**config.mk**
```make
export PLATFORM = sky130hd
export DESIGN_NAME = fmc120_cpld_i2c_responder
export DESIGN_NICKNAME = d
export VERILOG_FILES = /design/src/rtl/fmc120_cpld_i2c_responder.sv
export SDC_FILE = /design/constraint.sdc
export NUM_CORES = 1
export LEC_CHECK = 0
export ABC_AREA = 1
export ABC_CLOCK_PERIOD_IN_PS = 7600
export BUFFER_PORTS_ARGS = -buffer_cell sky130_fd_sc_hd__buf_2
export CAP_MARGIN = 20
export CELL_PAD_IN_SITES_DETAIL_PLACEMENT = 0
export CELL_PAD_IN_SITES_GLOBAL_PLACEMENT = 1
export CORE_MARGIN = 3
export CORE_UTILIZATION = 45
export CTS_BUF_LIST = sky130_fd_sc_hd__clkbuf_16
export DETAILED_ROUTE_END_ITERATION = 8
export PLACE_DENSITY = 0.74
export SYNTH_ARGS = -nofsm -noshare
export SYNTH_HDL_FRONTEND = slang
export SYNTH_SLANG_ARGS = --single-unit
```
**constraint.sdc**
```tcl
create_clock -name clk -period 7.6 [get_ports clk]
set_input_delay 1.14 -clock clk [delete_from_list [all_inputs] [get_ports clk]]
set_output_delay 1.14 -clock clk [all_outputs]
set_load 0.01 [all_outputs]
```
**src/rtl/fmc120_cpld_i2c_responder.sv**
```systemverilog
// I2C target for the FMC120 CPLD I2C-to-SPI bridge. It holds a 16x8 register file.
// A write to register 0x0 launches an SPI request built from registers 0x8/0x7/0x6.
module fmc120_cpld_i2c_responder #(
    parameter logic [6:0] DEVADDR     = 7'h1c,
    parameter int         SYNC_STAGES = 2
) (
    input  logic        clk,
    input  logic        reset,
    input  logic        scl_in,
    input  logic        sda_in,
    output logic        sda_oe,
    output logic        spi_stb,
    output logic [7:0]  spi_action,
    output logic [23:0] spi_data,
    output logic        reg_wr_stb,
    output logic [3:0]  reg_addr,
    output logic [7:0]  reg_wdata,
    output logic        busy
);

    typedef enum logic [3:0] {
        IDLE, ADDR, ADDR_ACK, PTR, PTR_ACK, WDATA, WDATA_ACK, RDATA, RACK
    } state_t;

    logic [SYNC_STAGES-1:0] scl_sync;
    logic [SYNC_STAGES-1:0] sda_sync;
    logic                   scl_prev;
    logic                   sda_prev;
    logic                   scl;
    logic                   sda;
    logic                   scl_rise;
    logic                   scl_fall;
    logic                   sda_rise;
    logic                   sda_fall;
    logic                   start_cond;
    logic                   stop_cond;
    logic                   byte_done;

    state_t      state;
    logic [3:0]  bit_cnt;
    logic [7:0]  shift;
    logic [7:0]  out_byte;
    logic [3:0]  pointer;
    logic        rw;
    logic        ack_seen;
    logic [7:0]  regs [16];

    assign scl        = scl_sync[SYNC_STAGES-1];
    assign sda        = sda_sync[SYNC_STAGES-1];
    assign scl_rise   = scl & ~scl_prev;
    assign scl_fall   = ~scl & scl_prev;
    assign sda_rise   = sda & ~sda_prev;
    assign sda_fall   = ~sda & sda_prev;
    assign start_cond = sda_fall & scl;
    assign stop_cond  = sda_rise & scl;
    assign byte_done  = scl_fall & (bit_cnt == 4'd8);

    // Pad synchronizers and previous-value registers; they reset to the idle-high bus level.
    always_ff @(posedge clk or posedge reset) begin
        if (reset) begin
            scl_sync <= '1;
            sda_sync <= '1;
            scl_prev <= 1'b1;
            sda_prev <= 1'b1;
        end else begin
            scl_sync <= {scl_sync[SYNC_STAGES-2:0], scl_in};
            sda_sync <= {sda_sync[SYNC_STAGES-2:0], sda_in};
            scl_prev <= scl;
            sda_prev <= sda;
        end
    end

    // Protocol FSM, register file and all registered outputs.
    always_ff @(posedge clk or posedge reset) begin
        if (reset) begin
            state      <= IDLE;
            bit_cnt    <= 4'd0;
            shift      <= 8'h00;
            out_byte   <= 8'h00;
            pointer    <= 4'd0;
            rw         <= 1'b0;
            ack_seen   <= 1'b0;
            sda_oe     <= 1'b0;
            spi_stb    <= 1'b0;
            spi_action <= 8'h00;
            spi_data   <= 24'h000000;
            reg_wr_stb <= 1'b0;
            reg_addr   <= 4'd0;
            reg_wdata  <= 8'h00;
            busy       <= 1'b0;
            for (int i = 0; i < 16; i++) begin
                regs[i] <= 8'h00;
            end
        end else begin
            spi_stb    <= 1'b0;
            reg_wr_stb <= 1'b0;
            if (start_cond) begin
                state   <= ADDR;
                bit_cnt <= 4'd0;
                sda_oe  <= 1'b0;
            end else if (stop_cond) begin
                state  <= IDLE;
                sda_oe <= 1'b0;
                busy   <= 1'b0;
            end else begin
                if (scl_rise && (state == ADDR || state == PTR || state == WDATA || state == RDATA)) begin
                    shift   <= {shift[6:0], sda};
                    bit_cnt <= bit_cnt + 4'd1;
                end
                case (state)
                    IDLE: begin
                        bit_cnt <= 4'd0;
                    end
                    ADDR: begin
                        if (byte_done) begin
                            if (shift[7:1] == DEVADDR) begin
                                sda_oe <= 1'b1;
                                busy   <= 1'b1;
                                rw     <= shift[0];
                                state  <= ADDR_ACK;
                            end else begin
                                state <= IDLE;
                            end
                        end
                    end
                    ADDR_ACK: begin
                        if (scl_fall) begin
                            bit_cnt <= 4'd0;
                            if (rw) begin
                                out_byte <= regs[pointer];
                                sda_oe   <= ~regs[pointer][7];
                                state    <= RDATA;
                            end else begin
                                sda_oe <= 1'b0;
                                state  <= PTR;
                            end
                        end
                    end
                    PTR: begin
                        if (byte_done) begin
                            pointer <= shift[3:0];
                            sda_oe  <= 1'b1;
                            state   <= PTR_ACK;
                        end
                    end
                    PTR_ACK, WDATA_ACK: begin
                        if (scl_fall) begin
                            sda_oe  <= 1'b0;
                            bit_cnt <= 4'd0;
                            state   <= WDATA;
                        end
                    end
                    WDATA: begin
                        if (byte_done) begin
                            regs[pointer] <= shift;
                            sda_oe        <= 1'b1;
                            reg_wr_stb    <= 1'b1;
                            reg_addr      <= pointer;
                            reg_wdata     <= shift;
                            if (pointer == 4'd0) begin
                                spi_stb    <= 1'b1;
                                spi_action <= shift;
                                spi_data   <= {regs[8], regs[7], regs[6]};
                            end
                            pointer <= pointer + 4'd1;
                            state   <= WDATA_ACK;
                        end
                    end
                    RDATA: begin
                        // The pointer advances after every byte sent, so it is also advanced
                        // after a NACK and ends one past the last byte the master read.
                        if (byte_done) begin
                            sda_oe   <= 1'b0;
                            pointer  <= pointer + 4'd1;
                            ack_seen <= 1'b0;
                            state    <= RACK;
                        end else if (scl_fall && bit_cnt != 4'd0) begin
                            sda_oe   <= ~out_byte[6];
                            out_byte <= {out_byte[6:0], 1'b0};
                        end
                    end
                    RACK: begin
                        if (scl_rise) begin
                            if (!sda) begin
                                ack_seen <= 1'b1;
                                out_byte <= regs[pointer];
                            end else begin
                                state <= IDLE;
                            end
                        end else if (scl_fall && ack_seen) begin
                            sda_oe   <= ~out_byte[7];
                            bit_cnt  <= 4'd0;
                            ack_seen <= 1'b0;
                            state    <= RDATA;
                        end
                    end
                    default: begin
                        state  <= IDLE;
                        sda_oe <= 1'b0;
                    end
                endcase
            end
        end
    end

endmodule
```
==> results.md, run 1 <==
* CP max stage cell: sky130_fd_sc_hd__inv_2
* Number of global-route vias before repair at about 7200
* Synth Area in Simple Gates at 0.223
* Crit path max-delay family: buffers and inverters
* Proportion of synthesized flip-flops having asynchronous set or reset at 1.00
* Initial antenna violation count at 0
* Detail Route Antenna Nets at 0
* Yosys cell types at 32
* Sum of buffers and inverters on the critical path at 5
* Classification of the worst setup path: flip-flop to flip-flop
* Ranking of synthesized cells by instance count: sky130_fd_sc_hd__nand2_1 (337), sky130_fd_sc_hd__dfrtp_1 (198), sky130_fd_sc_hd__o21ai_0 (131)
* Summed negative setup slack over all endpoints at 0 ns
* Number of instances in the synthesized netlist at 1137
* X dimension of the die at 152 um
* Inserted Diodes at 0
* CTS clk-pin slew, worst paths at roughly 0.07 ns
* Area of all placed cells without fillers at 10600 um2
* Netlist area before placement at roughly 9600 um2
* Count of final setup violators at 0
* Per-cell routed wire length at roughly 17 um
* Nature of the critical path startpoint: flip-flop
* Worst r2r path cells at 10
* Number of max-capacitance violations reported at 0
* Ratio of cells with drive above 1 in the final layout at 0.134
* Placed Instances at between 1000 and 1500
* 1st-iter DRT viols at about 450
* Overall die height at between 150 and 200 um
* Residual overflow from global routing at 0
* Hold-fix buffer count after cts at 0
* Worst min-delay path category: flip-flop to flip-flop
* Number of flip-flops and latches in the synthesized netlist at 204
* Synthesized-area fraction occupied by ao, oa, aoi and oai cells at 0.158
* Multiplexer fraction of the synthesized cell area at 0
* Post-Place Cell Area at between 9000 and 10000 um2
* Pwr Density at ~220 nW/um2
* Total number of placement rows at 52
* Upper clock frequency limit at roughly 370 MHz
* Worst Min Path Start: sda_sync[0]
* First-pass GRT wire length at 40400 um
* Unrepaired setup endpoints after global routing: false
* Net count after synthesis at ~1100
* CP Data Arrival Time at 3.14 ns
* Post-CTS Setup Inserts at 0
* Static Leakage at 0.00522 uW
* Maximum number of pins on one net before global-route repair at roughly 150
* Vias post-DR at about 7600
* Delay contributed by the slowest stage of the critical path at about 0.5 ns
* Std-Cell Core Area at ~21000 um2
* DRT Pass-1 Iters at 6
* Time the worst path needs with I/O delays and setup at between 2 and 3 ns
* Capture instance of the worst register-to-register path: spi_data[9]
* Top cells by area, synth: sky130_fd_sc_hd__dfrtp_1 (52%), sky130_fd_sc_hd__nand2_1 (13%), sky130_fd_sc_hd__o21ai_0 (6.9%)
* Capturing element type of the critical path: flip-flop
* WL final at about 25000 um
* Final core utilization at 0.515
* Effective utilization at floorplan at 0.465
* Endpoint of the worst hold path: sda_sync[1]
* Cells on Worst Hold Path at 0
* Worst-case register-to-register setup slack at around 5 ns
* List of cells traversed by the critical path: inv_2, buf_4, ha_1, inv_1, nor2_4, nand2_2, buf_4, inv_2, nand2_1, nand2_1
* Weighted congestion at the end of routability-driven global placement at 0.855
* Clock tree skew after final layout at 0.0142 ns
* Number of top-level pins at 52
* Synthesis-to-finish area growth at 10.6%
* Via density per instance at approximately 5.3
* TritonCTS clock tree: built
* Share of the yosys chip area belonging to registers at 0.534
* Post-synthesis average cell area at approximately 8.4 um2
* Later-pin clock latency in the skew report at between 0.5 and 0.6 ns
* All-layer global routing usage at 0.224
* EDFF count, synth at 0
* Xor and xnor area share after synthesis at 0.00275
* Count of unresolved DRC violations after routing at 0
* Final clock period utilization by the worst path at 0.355
* Warnings from Yosys at 0
* Portion of synthesized cell area occupied by the leading cell type at 0.518
* DP Wirelength at roughly 15000 um
* Slew at the pin with the worst max-slew slack at between 1 and 1.5 ns
* Fraction of the mapped netlist area in adder cells at 0.00785
* Run status: complete, no violations
* Cell with the most instances after synthesis: sky130_fd_sc_hd__nand2_1
* Cell at the root of the clock tree: sky130_fd_sc_hd__clkbuf_16
* Largest family of logic cells by synthesized area: simple AND/OR/NAND/NOR gates
* Relative slew slack at 0.323
* Post-synthesis cell type with the largest combined area: sky130_fd_sc_hd__dfrtp_1
* Count of clock tree sinks at slightly above 200
* Overall die area at 23000 um2
* CP Data Required Time at around 8.1 ns
* Post-Layout Cell Count at about 1400
* Max-slew violation count at 0
* IO buf count at 51
* Number of nets in the finished design at ~1200
* Leading register cell type out of synthesis: sky130_fd_sc_hd__dfrtp_1
* Largest buffer count on any clock path at 3
* Worst IR Drop VDD at 0.000134 V
* Post-cts gate resize count at 0
* H-tree levels at 1
* Largest fanout on the critical path at 54
* Final Hold Violating Endpoints at 0
* Number of buffers created by CTS at 24
* Critical R2R Launch: pointer[0]
-- routing by layer --
metal / vias to the layer above / share of wire / global-route usage
li1: 3739 / - / -
met1: 3625 / 0.48 / 0.333
met2: 166 / 0.45 / 0.348
met3: 47 / 0.041 / 0.0277
met4: 0 / 0.024 / 0.0575
met5: - / 0 / 0
-- worst register-to-register path, cell delays in order (launching register included) --
cell,delay (ns)
sky130_fd_sc_hd__dfrtp_2,0.41
sky130_fd_sc_hd__inv_2,0.51
sky130_fd_sc_hd__buf_4,0.51
sky130_fd_sc_hd__ha_1,0.22
sky130_fd_sc_hd__inv_1,0.06
sky130_fd_sc_hd__nor2_4,0.17
sky130_fd_sc_hd__nand2_2,0.06
sky130_fd_sc_hd__buf_4,0.28
sky130_fd_sc_hd__inv_2,0.27
sky130_fd_sc_hd__nand2_1,0.08
sky130_fd_sc_hd__nand2_1,0.06
-- cell type report --
class / instances / area (um2)
inverters: 76 / 293
clock buffers: 25 / 626
flip-flops and latches: 204 / 5110
multi-input cells: 788 / 3750
repair buffers: 61 / 354
well taps: 270 / 338
fillers: 2042 / 9980
clock inverters: 19 / 113
-- state kept, by name, indices dropped and copies added, names as in the netlist, 2 cells and up --
| name | cells |
|---|---|
| state | 4 |
| pointer | 4 |
| spi_data | 24 |
| regs | 121 |
| shift | 8 |
| reg_addr | 4 |
| out_byte | 8 |
| scl_sync | 2 |
| bit_cnt | 4 |
| reg_wdata | 8 |
| spi_action | 7 |
| sda_sync | 2 |
-- through the flow --
stage,setup slack [ns],power [uW],hold slack [ns]
6_report,4.90,2310,0.352
5_1_grt,4.66,2400,0.355
4_1_cts,4.87,2340,0.353
3_5_place_dp,4.76,1250,0.348
3_3_place_gp,4.75,1250,0.347
2_1_floorplan,0.903,1200,0.345
-- worst max-delay path by stage --
stage | endpoint | from | slack [ns] | depth (start not counted)
6_report | spi_data[9] | pointer[0] | 4.90 | 10
5_1_grt | spi_data[12] | pointer[0] | 4.66 | 10
4_1_cts | spi_data[9] | pointer[0] | 4.87 | 10
3_5_place_dp | regs[50] | reset | 4.76 | 3
3_3_place_gp | regs[59] | reset | 4.75 | 3
2_1_floorplan | ack_seen | reset | 0.90 | 1
-- kinds of logic (layout without fill, tap and decap cells) --
kind of cell | Yosys count | after routing
xor gates and xnor gates | 3 | 3
and+or+nand+nor | 493 | 493
DFF | 204 | 204
buffers and inverters | 145 | 181
AOI/OAI and AO/OA | 286 | 286
adders and majority gates | 6 | 6
-- where the power goes --
part	internal, uW	switching, uW
Sequential	1100	9.75
Combinational	18.5	105
Clock	627	453
Total	1740	568
-- cell usage in the layout, fill, tap and decap left out --
| master | synthesis | routed |
|---|---|---|
| sky130_fd_sc_hd__a21boi_0 | 1 | 1 |
| sky130_fd_sc_hd__a21oi_1 | 19 | 19 |
| sky130_fd_sc_hd__a32oi_1 | 1 | 1 |
| sky130_fd_sc_hd__buf_16 | 0 | 1 |
| sky130_fd_sc_hd__buf_2 | 14 | 51 |
| sky130_fd_sc_hd__buf_4 | 10 | 8 |
| sky130_fd_sc_hd__buf_6 | 12 | 1 |
| sky130_fd_sc_hd__bufinv_16 | 0 | 1 |
| sky130_fd_sc_hd__clkbuf_16 | 0 | 25 |
| sky130_fd_sc_hd__clkinv_1 | 0 | 7 |
| sky130_fd_sc_hd__clkinv_2 | 0 | 4 |
| sky130_fd_sc_hd__clkinv_4 | 0 | 2 |
| sky130_fd_sc_hd__dfrtp_1 | 198 | 197 |
| sky130_fd_sc_hd__dfrtp_2 | 0 | 1 |
| sky130_fd_sc_hd__dfstp_2 | 6 | 6 |
| sky130_fd_sc_hd__ha_1 | 6 | 6 |
| sky130_fd_sc_hd__inv_1 | 66 | 69 |
| sky130_fd_sc_hd__inv_2 | 10 | 11 |
| sky130_fd_sc_hd__inv_8 | 0 | 1 |
| sky130_fd_sc_hd__nand2_1 | 337 | 337 |
| sky130_fd_sc_hd__nand2_2 | 5 | 5 |
| sky130_fd_sc_hd__nand2_4 | 13 | 13 |
| sky130_fd_sc_hd__nand3_1 | 36 | 36 |
| sky130_fd_sc_hd__nand4_1 | 8 | 8 |
| sky130_fd_sc_hd__nor2_1 | 72 | 72 |
| sky130_fd_sc_hd__nor2_2 | 2 | 2 |
| sky130_fd_sc_hd__nor2_4 | 4 | 4 |
| sky130_fd_sc_hd__nor2_8 | 3 | 3 |
| sky130_fd_sc_hd__nor3_1 | 10 | 10 |
| sky130_fd_sc_hd__nor3_2 | 1 | 1 |
| sky130_fd_sc_hd__o211ai_1 | 2 | 2 |
| sky130_fd_sc_hd__o21ai_0 | 131 | 131 |
| sky130_fd_sc_hd__o21ai_1 | 106 | 106 |
| sky130_fd_sc_hd__o21ai_2 | 15 | 15 |
| sky130_fd_sc_hd__o22ai_1 | 11 | 11 |
| sky130_fd_sc_hd__or2_2 | 2 | 2 |
| sky130_fd_sc_hd__xor2_1 | 3 | 3 |
Power figures use the tool's default switching activity.
==> inputs of run 2 (changes only) <==
Settings changed: ABC_CLOCK_PERIOD_IN_PS 7600 to 2400, CORE_UTILIZATION 45 to 42, PLACE_DENSITY 0.74 to 0.73.
Clock period 7.6 ns to 2.4 ns, I/O delays scaled along.
==> run 2 against run 1 <==
Against the previous run:
- design area grew 2.1%
- clock power grew to 3.2 times the previous value
- critical path type unchanged
- non-clock buffer count grew 21
- clock skew shrank 0.0027 ns
- global-route usage shrank 1.6 points
- largest power group unchanged
- highest routed layer unchanged
- register-to-register slack lost 4.6 ns
- critical path depth grew 2
==> results.md, run 2 (synthesis gave the netlist of run 1 again) <==
* Critical R2R Launch: bit_cnt[0]
* Run status: complete, no violations
* CTS clk-pin slew, worst paths at 0.06 ns (about the same)
* Later-pin clock latency in the skew report at 0.52 ns (about the same)
* Most numerous cell on the critical path: sky130_fd_sc_hd__nand2_1
* Largest register by flop count: regs
* WL final at 25200 um (+2.0%)
* Post-Layout Cell Count at 1474 (+2.1%)
* Largest fanout on the critical path at 7 (-87%)
* First-pass GRT wire length at 40500 um (+0.21%)
* Maximum number of pins on one net before global-route repair at 86 (-44%)
* Via density per instance at 5.13 (-2.2%)
* Largest registers: regs x121, spi_data x24
* Post-CTS Setup Inserts at 0 (unchanged)
* Worst min-delay path category: flip-flop to flip-flop
* Time the worst path needs with I/O delays and setup at 2.06 ns (-0.636 ns)
* Number of top-level pins at 52 (unchanged)
* Overall die height at 157 um (+3.4%)
* Vias post-DR at 7566 (-0.15%)
* Upper clock frequency limit at 485 MHz (+31%)
* 1st-iter DRT viols at 546 (+21%)
* Per-cell routed wire length at 17.1 um (-0.16%)
* Most frequent cells in the layout: sky130_fd_sc_hd__nand2_1 (337), sky130_fd_sc_hd__dfrtp_1 (197), sky130_fd_sc_hd__o21ai_0 (131)
* Cell at the root of the clock tree: sky130_fd_sc_hd__clkbuf_16
* Largest buffer count on any clock path at 3 (unchanged)
* Slew at the pin with the worst max-slew slack at 0.914 ns (-0.100 ns)
* Inserted Diodes at 0 (unchanged)
* Smallest hold slack at 0.355 ns (+0.00286 ns)
* Final core utilization at 0.489 (-0.0255)
* Largest register FFs at 121 (unchanged)
* Ratio of cells with drive above 1 in the final layout at 0.148 (+0.0144)
* CP max stage cell: sky130_fd_sc_hd__dfrtp_1
* Synthesis-to-finish area growth at 13.0%
* Unrepaired setup endpoints after global routing: false
* H-tree levels at 1 (unchanged)
* Total number of placement rows at 54 (+3.8%)
* Area of all placed cells without fillers at 10800 um2 (+2.1%)
* Placed Instances at 1427 (+2.1%)
* Final clock period utilization by the worst path at 0.859 (+0.504)
* Detail Route Antenna Nets at 0 (unchanged)
* Worst r2r path cells at 12 (+2)
* Number of nets in the finished design at 1186 (+1.8%)
* Post-Place Cell Area at 10000 um2 (+2.3%)
* Pre-CTS WS at 0.383 ns (-4.37 ns)
* CP Data Required Time at 2.80 ns (-5.25 ns)
* Pwr Density at 681 nW/um2 (+210%)
* Worst setup startpoint: bit_cnt[0]
* Delay contributed by the slowest stage of the critical path at 0.42 ns (-0.08 ns)
* List of cells traversed by the critical path: inv_1, ha_1, nand3_1, nor2_4, buf_4, inv_1, nand2_1, nand2_1, o21ai_1, nand2_1, nand2_1, nand2_1
* Number of max-capacitance violations reported at 0 (unchanged)
* Number of global-route vias before repair at 7104 (-1.9%)
* Worst-case register-to-register setup slack at 0.34 ns (-4.56 ns)
* Nature of the critical path startpoint: flip-flop
* Initial antenna violation count at 0 (unchanged)
* Overall die area at 24600 um2 (+6.9%)
* Effective utilization at floorplan at 0.433 (-0.0323)
* DP Wirelength at 16300 um (+6.7%)
* Residual overflow from global routing at 0 (unchanged)
* Capture instance of the worst register-to-register path: state[0]
* Count of final setup violators at 0 (unchanged)
* IO buf count at 51 (unchanged)
* Clock tree skew after final layout at 0.0115 ns (-0.00275 ns)
* TritonCTS clock tree: built
* Final Hold Violating Endpoints at 0 (unchanged)
* Capturing element type of the critical path: flip-flop
* All-layer global routing usage at 0.207 (-0.0163)
* Final setup slack of the worst path at 0.339 ns (-4.56 ns)
* Weighted congestion at the end of routability-driven global placement at 0.837 (-2.1%)
* Static Leakage at 0.00533 uW (+2.0%)
* Count of clock tree sinks at 204 (unchanged)
* Critical path capture point: state[0]
* Most common cell after layout, fill and taps aside: sky130_fd_sc_hd__nand2_1
* CP Data Arrival Time at 2.46 ns (-0.68 ns)
* Classification of the worst setup path: flip-flop to flip-flop
* DRT Pass-1 Iters at 5 (-1)
* Count of unresolved DRC violations after routing at 0 (unchanged)
* Max-slew violation count at 0 (unchanged)
* Number of buffers created by CTS at 24 (unchanged)
* Std-Cell Core Area at 22100 um2 (+7.5%)
* Relative slew slack at 0.390 (+0.0668)
* Worst IR Drop VDD at 0.000446 V (+230%)
* X dimension of the die at 157 um (+3.4%)
## run 2: layout make-up
cell class                      instances  area, um2
Clock buffer                           25        626
Fill cell                            2199      11300
Sequential cell                       204       5110
Multi-Input combinational cell        788       3750
Timing Repair Buffer                   82        571
Inverter                               76        289
Clock inverter                         19        114
Tap cell                              280        350
## run 2: layer usage
layer,GRT usage,share of wire,vias up
met2,0.317,0.44,145
met3,0.0283,0.044,34
met1,0.317,0.50,3605
met5,0,0,-
li1,-,-,3782
met4,0.0388,0.016,0
## run 2: worst min path at each step
stage,startpoint,endpoint,cells after the start
CTS,sda_sync[0],sda_sync[1],0
detailed placement,sda_sync[0],sda_sync[1],0
finish,sda_sync[0],sda_sync[1],0
global route,scl_sync[0],scl_sync[1],0
global placement,scl_sync[0],scl_sync[1],0
floorplan,scl_sync[0],scl_sync[1],0
## run 2: power breakdown
group          internal [uW]  total (uW)  switching (uW)  leakage [uW]
sequential              3480        3510            32.6       0.00283
clock                   1980        3420            1430      0.000384
combinational           90.1         441             351       0.00212
## run 2: what timing repair did
item	CTS	global route
hold buffers	3	0
resized for setup	0	0
setup endpoints to repair	0	0
hold endpoints to repair	16	0
## run 2: critical path: cells and delay by family, from the launching register on
kind            cells  cell delay, ns
fa+ha+maj           1            0.16
buf+inv             3            0.31
flops               1            0.42
compound gates      1            0.29
simple gates        7            0.77
## run 2: stage by stage
stage	setup TNS [ns]	power, uW
6_report	0	7370
2_1_floorplan	-118.68	3810
3_3_place_gp	0	4010
5_1_grt	0	7640
3_5_place_dp	0	4020
4_1_cts	0	7460
==> inputs of run 3 (changes only) <==
Settings changed: CORE_ASPECT_RATIO set to 1.2.
==> run 3 against run 2 <==
Against the previous run:
- routed wire length is 0.51% lower
- global-route usage barely moved
- total power decreased by 0.94%
- largest cell class unchanged
- die area about the same
- sequential cell count stayed put
- critical path depth down 2
- clock skew shrank 0.0029 ns
- hold slack hardly changed
- critical endpoint is now spi_data[17]
- clock-buffer cell count down 2
==> results.md, run 3 (synthesis gave the netlist of run 1 again) <==
* Cell at the root of the clock tree: sky130_fd_sc_hd__clkbuf_16
* Critical path capture point: spi_data[17]
* WL final at 25000 um (-0.51%)
* Vias post-DR at 7637 (+0.94%)
* DP Wirelength at 16500 um (+1.3%)
* Pwr Density at 675 nW/um2 (-0.93%)
* Time the worst path needs with I/O delays and setup at 2.14 ns (+0.0751 ns)
* Relative slew slack at 0.459 (+0.0687)
* Post-CTS Setup Inserts at 0 (unchanged)
* Max-slew violation count at 0 (unchanged)
* Effective utilization at floorplan at 0.433 (about the same)
* Most frequent cells in the layout: sky130_fd_sc_hd__nand2_1 (337), sky130_fd_sc_hd__dfrtp_1 (197), sky130_fd_sc_hd__o21ai_0 (131)
* Overall die height at 171 um (+9.2%)
* CTS clk-pin slew, worst paths at 0.06 ns (about the same)
* Count of clock tree sinks at 204 (unchanged)
* Nature of the critical path startpoint: flip-flop
* Largest register FFs at 121 (unchanged)
* Capturing element type of the critical path: flip-flop
* Number of top-level pins at 52 (unchanged)
* Ratio of cells with drive above 1 in the final layout at 0.147 (-0.00118)
* Largest buffer count on any clock path at 3 (unchanged)
* All-layer global routing usage at 0.208 (+0.000440)
* Hold-fix buffer count after cts at 3 (unchanged)
* Overall die area at 24600 um2 (about the same)
* CP Data Arrival Time at 2.52 ns (+0.06 ns)
* Largest fanout on the critical path at 35 (+28)
* Smallest hold slack at 0.355 ns (+0.000198 ns)
* Post-cts gate resize count at 0 (unchanged)
* Via density per instance at 5.22 (+1.6%)
* First-pass GRT wire length at 40600 um (+0.15%)
* Residual overflow from global routing at 0 (unchanged)
* Worst r2r path cells at 10 (-2)
* Count of unresolved DRC violations after routing at 0 (unchanged)
* Std-Cell Core Area at 22100 um2 (about the same)
* Worst-case register-to-register setup slack at 0.26 ns (-0.08 ns)
* Count of final setup violators at 0 (unchanged)
* Final core utilization at 0.490 (about the same)
* Per-cell routed wire length at 17.1 um (+0.17%)
* 1st-iter DRT viols at 511 (-6.4%)
* Wire length on met1 at 11600 um (-7.9%)
* Later-pin clock latency in the skew report at 0.50 ns (-0.02 ns)
* Largest register by flop count: regs
* Total number of placement rows at 59 (+9.3%)
* Worst IR Drop VDD at 0.000468 V (+4.8%)
* Inserted Diodes at 0 (unchanged)
* TritonCTS clock tree: built
* IO buf count at 51 (unchanged)
* X dimension of the die at 144 um (-8.4%)
* Total length of routed met2 wires at 11800 um (+7.0%)
* Number of nets in the finished design at 1185 (-0.084%)
* Post-Layout Cell Count at 1464 (-0.68%)
* Number of buffers created by CTS at 23 (-4.2%)
* Routed wl met3 at 955 um (-14%)
* Most common cell after layout, fill and taps aside: sky130_fd_sc_hd__nand2_1
* Synthesis-to-finish area growth at 13.0% (about the same)
* Number of global-route vias before repair at 7306 (+2.8%)
* Number of max-capacitance violations reported at 0 (unchanged)
* Maximum number of pins on one net before global-route repair at 68 (-21%)
* Filler cell count at 2165 (-1.5%)
* Final clock period utilization by the worst path at 0.890 (+0.0313)
* Final Hold Violating Endpoints at 0 (unchanged)
* Detail Route Antenna Nets at 0 (unchanged)
* Unrepaired setup endpoints after global routing: false
* CP Data Required Time at 2.79 ns (about the same)
* H-tree levels at 1 (unchanged)
* Critical R2R Launch: bit_cnt[0]
* Classification of the worst setup path: flip-flop to flip-flop
* Placed Instances at 1421 (-0.42%)
* Upper clock frequency limit at 468 MHz (-3.5%)
* Largest registers: regs x121, spi_data x24
* Post-route total power at 7300 uW (-0.94%)
* Slew at the pin with the worst max-slew slack at 0.811 ns (-0.103 ns)
* DRT Pass-1 Iters at 5 (unchanged)
* Worst setup startpoint: bit_cnt[0]
* Clock tree skew after final layout at 0.00863 ns (-0.00286 ns)
* Capture instance of the worst register-to-register path: spi_data[17]
* Top Metal Used: met4
* Worst min-delay path category: flip-flop to flip-flop
* Static Leakage at 0.00532 uW (-0.18%)
* Initial antenna violation count at 0 (unchanged)
* Run status: complete, no violations
* Weighted congestion at the end of routability-driven global placement at 0.858 (+2.5%)
run 3: cell type report:
| class | instances | area (um2) | area share |
|---|---|---|---|
| timing repair buffer | 82 | 608 | 0.0563 |
| tap | 274 | 343 | 0.0317 |
| clock buffer | 23 | 576 | 0.0532 |
| inverter | 76 | 289 | 0.0267 |
| clock inverter | 17 | 133 | 0.0123 |
| multi-input combinational | 788 | 3750 | 0.347 |
| sequential | 204 | 5110 | 0.473 |
run 3: through the flow:
stage	instance area (um2)	setup TNS, ns	setup slack [ns]
after floorplan	9570	-118.68	-0.599
after CTS	10800	0	0.251
after global placement	10100	0	0.344
after global routing	10800	0	0.0556
final	10800	0	0.264
after detailed placement	10100	0	0.275
run 3: worst min-delay path by stage:
stage / endpoint / slack, ns / start / depth (start not counted)
after CTS: scl_sync[1] / 0.36 / scl_sync[0] / 0
after detailed placement: scl_sync[1] / 0.35 / scl_sync[0] / 0
after floorplan: scl_sync[1] / 0.35 / scl_sync[0] / 0
after global routing: scl_sync[1] / 0.36 / scl_sync[0] / 0
final: scl_sync[1] / 0.35 / scl_sync[0] / 0
after global placement: sda_sync[1] / 0.35 / sda_sync[0] / 0
run 3: power by group:
part / switching, uW / total, uW / internal [uW] / leakage [uW]
combinational: 355 / 450 / 95.3 / 0.00213
sequential: 38.9 / 3510 / 3470 / 0.00283
clock: 1380 / 3330 / 1950 / 0.000359
run 3: worst max-delay path, stage by stage, from the launching register on:
cell and delay [ns]:
sky130_fd_sc_hd__dfrtp_1 0.42, sky130_fd_sc_hd__inv_1 0.08, sky130_fd_sc_hd__ha_1 0.16, sky130_fd_sc_hd__nand3_1 0.12
sky130_fd_sc_hd__nor2_4 0.25, sky130_fd_sc_hd__nand2_4 0.08, sky130_fd_sc_hd__nor2_4 0.18, sky130_fd_sc_hd__nand2_2 0.30
sky130_fd_sc_hd__buf_12 0.29, sky130_fd_sc_hd__nand2_1 0.07, sky130_fd_sc_hd__o21ai_1 0.05
run 3: per-layer routing:
layer / global-route usage / up-vias
li1: - / 3796
met1: 0.290 / 3642
met2: 0.347 / 156
met3: 0.0222 / 43
met4: 0.0553 / 0
met5: 0 / -
